`src/rtl/ascii_num_parser.sv`:
```
// ascii_num_parser: streams ASCII digits into an unsigned binary number.
// Define ASCII_NUM_PARSER_CR_EN to treat CR like LF as a line terminator.
module ascii_num_parser #(
  parameter int WIDTH = 16
) (
  input  logic             clk,
  input  logic             rst_n,
  input  logic             in_valid,
  input  logic [7:0]       in_char,
  output logic             in_ready,
  output logic             out_valid,
  input  logic             out_ready,
  output logic [WIDTH-1:0] out_value,
  output logic [3:0]       out_ndigits,
  output logic             out_ovf,
  output logic             quit
);

  typedef enum logic [1:0] {
    COLLECT,
    EMIT,
    DONE
  } state_t;

  localparam logic [WIDTH+3:0] TEN = (WIDTH+4)'(10);

  state_t           state;
  logic [WIDTH-1:0] acc;
  logic [3:0]       cnt;
  logic             ovf;

  logic             take;
  logic             is_digit;
  logic             is_eol;
  logic [WIDTH+3:0] mac;
  logic             mac_ovf;

`ifdef ASCII_NUM_PARSER_CR_EN
  assign is_eol = (in_char == 8'h0A) || (in_char == 8'h0D);
`else
  assign is_eol = (in_char == 8'h0A);
`endif

  // byte classification and the widened multiply-add
  always_comb begin
    take     = in_valid && in_ready && (state == COLLECT);
    is_digit = (in_char >= 8'h30) && (in_char <= 8'h39);
    mac      = {4'b0, acc} * TEN
             + {{WIDTH{1'b0}}, in_char[3:0]};
    mac_ovf  = |mac[WIDTH+3:WIDTH];
  end

  // collect / emit / done sequencing with registered handshakes
  always_ff @(posedge clk or negedge rst_n) begin
    if (!rst_n) begin
      state     <= COLLECT;
      acc       <= '0;
      cnt       <= '0;
      ovf       <= 1'b0;
      in_ready  <= 1'b0;
      out_valid <= 1'b0;
      quit      <= 1'b0;
    end else begin
      unique case (state)
        COLLECT: begin
          in_ready <= 1'b1;
          if (take) begin
            if (is_digit) begin
              acc <= mac_ovf ? '1 : mac[WIDTH-1:0];
              ovf <= ovf | mac_ovf;
              if (cnt != 4'hF) cnt <= cnt + 4'd1;
            end else if (is_eol) begin
              if (cnt != 4'd0) begin
                state     <= EMIT;
                in_ready  <= 1'b0;
                out_valid <= 1'b1;
              end
            end else begin
              state    <= DONE;
              in_ready <= 1'b0;
              quit     <= 1'b1;
              acc      <= '0;
              cnt      <= '0;
              ovf      <= 1'b0;
            end
          end
        end
        EMIT: begin
          if (out_ready) begin
            state     <= COLLECT;
            out_valid <= 1'b0;
            in_ready  <= 1'b1;
            acc       <= '0;
            cnt       <= '0;
            ovf       <= 1'b0;
          end
        end
        DONE: begin
          in_ready  <= 1'b0;
          out_valid <= 1'b0;
          quit      <= 1'b1;
        end
        default: state <= COLLECT;
      endcase
    end
  end

  assign out_value   = acc;
  assign out_ndigits = cnt;
  assign out_ovf     = ovf;

endmodule

```
`config.mk`:
```
export PLATFORM = sky130hd
export DESIGN_NAME = ascii_num_parser
export DESIGN_NICKNAME = d
export VERILOG_FILES = /design/src/rtl/ascii_num_parser.sv
export SDC_FILE = /design/constraint.sdc
export NUM_CORES = 1
export LEC_CHECK = 0
export ABC_CLOCK_PERIOD_IN_PS = 3630
export CORE_UTILIZATION = 45
export CTS_CLUSTER_SIZE = 30
export DETAILED_ROUTE_END_ITERATION = 16
export HOLD_SLACK_MARGIN = 0.06
export PLACE_DENSITY = 0.68
export SLEW_MARGIN = 20
export SYNTH_ARGS = -nofsm -noshare
export SYNTH_HDL_FRONTEND = slang
export SYNTH_SLANG_ARGS = --single-unit
```
`constraint.sdc`:
```
create_clock -name clk -period 3.63 [get_ports clk]
set_input_delay 0.363 -clock clk [delete_from_list [all_inputs] [get_ports clk]]
set_output_delay 0.363 -clock clk [all_outputs]
set_load 0.1 [all_outputs]
```
==> metrics.md, run 1 <==
| Metric | Value |
|---|---|
| Vias in the first global route | 2185 |
| Pwr Density | 327 nW/um^2 |
| Clk slew on worst S/H paths | 0.09 ns |
| Fin crit share | between 90% and 100% |
| Inserted Clock Buffers | 3 |
| Hold-fix buffer count after cts | 0 |
| Netlist cell types | 61 |
| CTS tree | yes |
| First-pass GRT wire length | ~10000 microns |
| CP max FO | 17 |
| CP dominant cell by count | ha_1 |
| Post-synth EDFFs | 0 |
| Leakage Power | 1.37 nW |
| Die Wd | between 70 and 80 microns |
| Routability congestion estimate | 0.891 |
| Async SR Flop Fraction | 100% |
| Wl on met1 | 2750 microns |
| Clock Path Buffers | 2 |
| 1st-iter DRT viols | 155 |
| Clk_lat worst skew | about 0.28 ns |
| Pre-Repair DR Iteration Count | 4 |
| Final Hold Violating Endpoints | 0 |
| Final number of setup-violating endpoints | 0 |
| Worst-Margin Slew | 0.981 ns |
| Status | complete, no violations |
| Crit Path Category | register to register |
| DR vias/cell | 5.70 |
| GR Overflow Total | 0 |
| Count of pins over their slew limit | 0 |
| Tmin final | 3.36 ns |
| Post-CTS Resized | 0 |
| DRC Markers | 0 |
| DR WL met2 | 2820 microns |
| Crit path buf inv count | 2 |
| Critical Path Max Stage Delay | 0.44 ns |
| CP cell instances | ha_1, ha_1, inv_1, fa_1, nor2b_4, o2111a_2, nor3_2, a221o_1, a211oi_4, nand4_2, mux2i_4, buf_12, o21ai_0 |
| Setup TNS | 0 ns |
| Seq/Total Area, Yosys | about 25% |
| Site Rows | 27 |
| Largest cells by area after synthesis | dfrtp_1 (25%), ha_1 (18%), o21ai_0 (4.6%) |
| Area of the mapped netlist | 2630 sq um |
| Place WS | 0.267 ns |
| Clock tree sinks | 26 |
| Max VDD drop | 0.000350 V |
| Layout cell share with drive strength beyond 1 | a little over an eighth |
| Clock Tree Root | clkbuf_8 |
| Ys flop type | dfrtp_1 |
| Detailed Place HPWL | 4620 microns |
| List of most frequent post-synthesis cells | ha_1 (37), dfrtp_1 (26), o21ai_0 (24) |
| Slowest cell on crit path | dfrtp_2 |
| Syn Area/Cell | 9.05 sq um |
| Clock skew | roughly 0.0021 ns |
| Largest net degree at the start of global routing | 27 |
| Max H-tree Level | 1 |
| Core area | 5570 sq um |
| # diodes | 0 |
| GRT Total Usage | 20.6% |
| RSZ-0062 raised after global routing | no |
| # nets final | 377 |
| Gate Count Post-Synth | 291 |
| Worst Path Required | 3.83 ns |
| Antenna Violating Nets Remaining | 0 |
| Area fraction of the dominant cell type after synthesis | 24.7% |
| Data arrival, critical path | between 3 and 4 ns |
| DR WL met3 | 199 microns |
| Max-Cap Viols | 0 |
| Crit. End Element | register |
| Final WL | ~5800 microns |
| Max_slew headroom | 34.4% |
| Initial antenna violation count | 0 |
| Post-CTS Repair Setup Buffers | 0 |
| DR vias | 2261 |
| Starting Density | between 40% and 50% |
| Family with the most delay on the worst path | compound AO/OA/AOI/OAI gates |
| Count leader, synth | ha_1 |
| I/O pin count | 36 |
| Post-route worst setup slack | around 0.27 ns |
| Fillers | between 500 and 600 |
| Port Buffers | 35 |
| WL per Instance | 14.6 microns |
| Synthesis-to-finish area growth | 18.2% |
| Startpoint Class | register |
| Post-synth net total | ~340 |
| Hold Crit Class | primary input to async pin |
| Full die area | 6160 sq um |
| Ys Warns | 0 |
| Max Used Layer | met4 |
| Fmax | 297 MHz |
| Biggest area consumer among synthesized cells | dfrtp_1 |
| Die H | 78.5 microns |
| #FFs+latches synth | 26 |
==> per-layer routing <==
metal	global-route usage (%)	vias to the layer above
met5	0	-
met2	36.2	39
met4	3.15	0
met1	26.8	1078
met3	3.37	6
li1	-	1138
==> state kept, by name, indices dropped and copies added, names as in the netlist <==
register and cells:
out_ovf 1, state 2, out_ndigits 4, quit 1, out_value 16, in_ready 1, out_valid 1
==> final timing paths <==
check	start	end	slack (ns)	cells after the start
worst max-delay path	out_value[1]	out_value[10]	0.27	13
worst min-delay path	rst_n	out_ndigits[0]	0.44	2
worst max register to register	out_value[1]	out_value[10]	0.27	13
worst min register to register	quit	quit	0.48	1
max in group asynchronous	rst_n	out_value[3]	2.92	2
min in group clk	quit	quit	0.48	1
==> report_power, final <==
part | switching, W | internal [W]
Clock | 0.0000973 | 0.000148
Combinational | 0.000290 | 0.000134
Sequential | 0.0000303 | 0.000319
==> logic make-up (layout without fill, tap and decap cells) <==
group	count (synthesis)	count (layout)	synth area share (%)
AO/OA/AOI/OAI	88	88	23.3
XOR/XNOR	18	18	5.99
adder cells (fa/ha/maj)	39	39	19.1
buffers and inverters	24	58	5.18
flip-flops	26	26	24.7
multiplexers	4	4	2.00
AND/OR/NAND/NOR	92	92	19.7
==> through the flow <==
step                      instances  power, W  cell area [sq um]  util, %  hold slack (ns)
after detailed placement        393  0.000778               3040     54.5            0.465
final                           397   0.00102               3110     55.8            0.438
after floorplan                 291  0.000677               2640        -           0.0674
after CTS                       397   0.00103               3110     55.8            0.450
after global placement          393  0.000776               3040     54.5            0.462
after global routing            397   0.00108               3110     55.8            0.469
==> worst reg2reg max path: stages (launching register included) <==
cell	delay, ns
dfrtp_2	0.44
ha_1	0.29
ha_1	0.15
inv_1	0.06
fa_1	0.44
nor2b_4	0.14
o2111a_2	0.25
nor3_2	0.09
a221o_1	0.42
a211oi_4	0.27
nand4_2	0.18
mux2i_4	0.25
buf_12	0.16
o21ai_0	0.16
==> cells in the final DEF, fill, tap and decap left out, types with 4 or more instances in the layout <==
cell type and instances:
ha_1 37, clkdlybuf4s50_1 35, o21ai_0 24, nor2_1 23
dfrtp_1 22, inv_1 15, a21oi_1 15, nand2_1 13
xnor2_1 12, a22oi_1 11, or2_2 9, o21ai_2 8
xor2_1 6, nand3_1 4, and3_1 4, o21bai_1 4
nor2b_1 4, nor3_1 4, nand2b_1 4, nor4_1 4
dfrtp_2 4
==> final cells by class <==
cell class	count	area, sq um	area share, %
sequential	26	656	21.1
inverter	15	56.3	1.81
multi-input combinational	241	1850	59.3
clock inverter	1	30.0	0.965
timing repair buffer	39	393	12.6
tap	72	90.1	2.90
clock buffer	3	41.3	1.33
(Power assumes the default switching activity.)
==> run 2: changes to the inputs <==
--- a/config.mk
+++ b/config.mk
@@ -5,7 +5,6 @@
 export SDC_FILE = /design/constraint.sdc
 export NUM_CORES = 1
 export LEC_CHECK = 0
-export ABC_CLOCK_PERIOD_IN_PS = 3630
 export CORE_UTILIZATION = 45
 export CTS_CLUSTER_SIZE = 30
 export DETAILED_ROUTE_END_ITERATION = 16
==> constraint.sdc (replaced) <==
create_clock -name clk -period 3.5 [get_ports clk]
set_input_delay 0.35 -clock clk [delete_from_list [all_inputs] [get_ports clk]]
set_output_delay 0.35 -clock clk [all_outputs]
set_load 0.1 [all_outputs]
==> run 2 against run 1 <==
Final cell count grew 0.50%. Design area grew 0.80%. Worst hold slack got worse by 0.0037 ns. Sequential cell count did not move. Register-to-register slack worse by 0.097 ns. Critical endpoint unchanged. Routed wire length grew 4.5%. Clock skew rose by 0.0027 ns. Critical path depth is the same. Die area unchanged. Non-clock buffer count rose by 2. Highest routed layer unchanged. Combinational power rose by 4.7%. Utilization grew 0.45 points. Critical path type unchanged.
==> metrics.md, run 2 (synthesis results as in run 1) <==
| Metric | Value |
|---|---|
| Status | complete, no violations |
| Inserted Clock Buffers | 3 |
| First-pass GRT wire length | 10400 microns |
| Crit Path Category | register to register |
| Tmin final | ~3.3 ns |
| Final core occ | approximately 56% |
| Max VDD drop | 0.000368 V |
| Post-route worst setup slack | 0.168 ns |
| Clk_lat worst skew | 0.27 ns |
| Vias in the first global route | between 2k and 2.5k |
| Post-CTS Repair Setup Buffers | 0 |
| Commonest non-fill, non-tap cells in the layout | ha_1 (37), clkdlybuf4s50_1 (35), o21ai_0 (24) |
| GRT Total Usage | 21.3% |
| Die H | between 70 and 80 microns |
| Clk slew on worst S/H paths | approximately 0.090 ns |
| Synthesis-to-finish area growth | 19.2% |
| Fillers | 532 |
| Layout cell share with drive strength beyond 1 | 15.3% |
| Detailed Place HPWL | 4740 microns |
| Pwr Density | 337 nW/um^2 |
| Antenna Violating Nets Remaining | 0 |
| Full die area | 6160 sq um |
| RSZ-0062 raised after global routing | no |
| Post-CTS Resized | 0 |
| Crit. End Element | register |
| 1st-iter DRT viols | ~110 |
| # diodes | 0 |
| DRC Markers | 0 |
| Hold Crit Class | primary input to async pin |
| Final Hold Violating Endpoints | 0 |
| RR Startpoint | out_value[1] |
| Hold-fix buffer count after cts | 0 |
| Routability congestion estimate | between 0.9 and 1 |
| Clock Tree Root | clkbuf_8 |
| WL per Instance | 15.2 microns |
| CP dominant cell by count | ha_1 |
| Die Wd | 78.5 microns |
| Data arrival, critical path | 3.53 ns |
| Fmax | 300 MHz |
| DR vias | 2298 |
| Max_slew headroom | 34.6% |
| CP cell instances | ha_1, ha_1, inv_1, fa_1, nor2b_4, o2111a_2, nor3_2, a221o_1, a211oi_4, nand4_2, mux2i_4, buf_12, o21ai_0 |
| Port Buffers | 35 |
| Setup TNS | 0 ns |
| I/O pin count | 36 |
| Final Non-Filler Cells | 399 |
| Worst-Margin Slew | 0.977 ns |
| Most common cell after layout, fill and taps aside | ha_1 |
| Startpoint Class | register |
| Initial antenna violation count | 0 |
| Multi-input gate area | ~1900 sq um |
| Clock skew | 0.00486 ns |
| Place WS | 0.194 ns |
| Starting Density | 47.2% |
| Max-Cap Viols | 0 |
| Core area | between 5000 and 6000 sq um |
| # nets final | 379 |
| Final number of setup-violating endpoints | 0 |
| DR vias/cell | about 5.8 |
| Clock Path Buffers | 2 |
| CP max FO | 17 |
| Reg area | approximately 660 sq um |
| Pre-Repair DR Iteration Count | 5 |
| Slowest cell on crit path | dfrtp_2 |
| Max H-tree Level | 1 |
| WHS | 0.435 ns |
| Worst Path Required | 3.70 ns |
| Placed insts | 395 |
| Critical Path Max Stage Delay | 0.45 ns |
| CTS tree | yes |
| Largest net degree at the start of global routing | 27 |
| Leakage Power | 1.38 nW |
| R2R setup slack | 0.17 ns |
| Clock tree sinks | 26 |
| Site Rows | 27 |
| GR Overflow Total | 0 |
| Count of pins over their slew limit | 0 |
| Reg2Reg Depth | 13 |
| Fin crit share | 95.2% |
| Final WL | a little over 6000 microns |
| Largest register FFs | 16 |
| R2r endpoint | out_value[10] |
run 2: report_power, final:
part           internal (W)  total [W]  switching, W
Clock              0.000153   0.000251     0.0000976
Combinational      0.000139   0.000443      0.000305
Sequential         0.000331   0.000363     0.0000325
Total              0.000623    0.00106      0.000435
run 2: worst max path at each step:
stage,startpoint,endpoint,slack (ns),cells after the start
final,out_value[1],out_value[10],0.17,13
after global routing,out_value[1],out_value[7],0.03,13
after CTS,out_value[1],out_value[10],0.17,13
after detailed placement,out_value[1],out_value[10],0.19,13
after global placement,out_value[1],out_value[11],0.27,13
after floorplan,out_value[10],out_value[13],0.03,11
run 2: final cells by class:
type	count	area share, %
sequential	26	21.1
timing repair buffer	41	13.0
clock buffer	3	1.32
clock inverter	1	0.957
inverter	15	1.79
multi-input combinational	241	59.0
tap	72	2.87
run 2: critical path, delay by kind of cell (launching register included):
kind | cells | cell delay [ns]
simple gates | 3 | 0.39
compound gates | 4 | 1.07
flops | 1 | 0.45
fa+ha+maj | 3 | 0.88
mux | 1 | 0.25
buf+inv | 2 | 0.22
run 2: per-layer routing:
layer | vias to the layer above | GRT usage, % | routed length [microns]
met5 | - | 0 | 0
met4 | 0 | 3.15 | 23
met3 | 4 | 3.14 | 185
met2 | 47 | 36.2 | 2950
met1 | 1095 | 29.2 | 2920
li1 | 1152 | - | -
run 2: metrics by stage:
step | cell area, sq um | total power [W]
global route | 3140 | 0.00112
global placement | 3060 | 0.000805
floorplan | 2640 | 0.000702
finish | 3140 | 0.00106
detailed placement | 3060 | 0.000810
CTS | 3130 | 0.00106
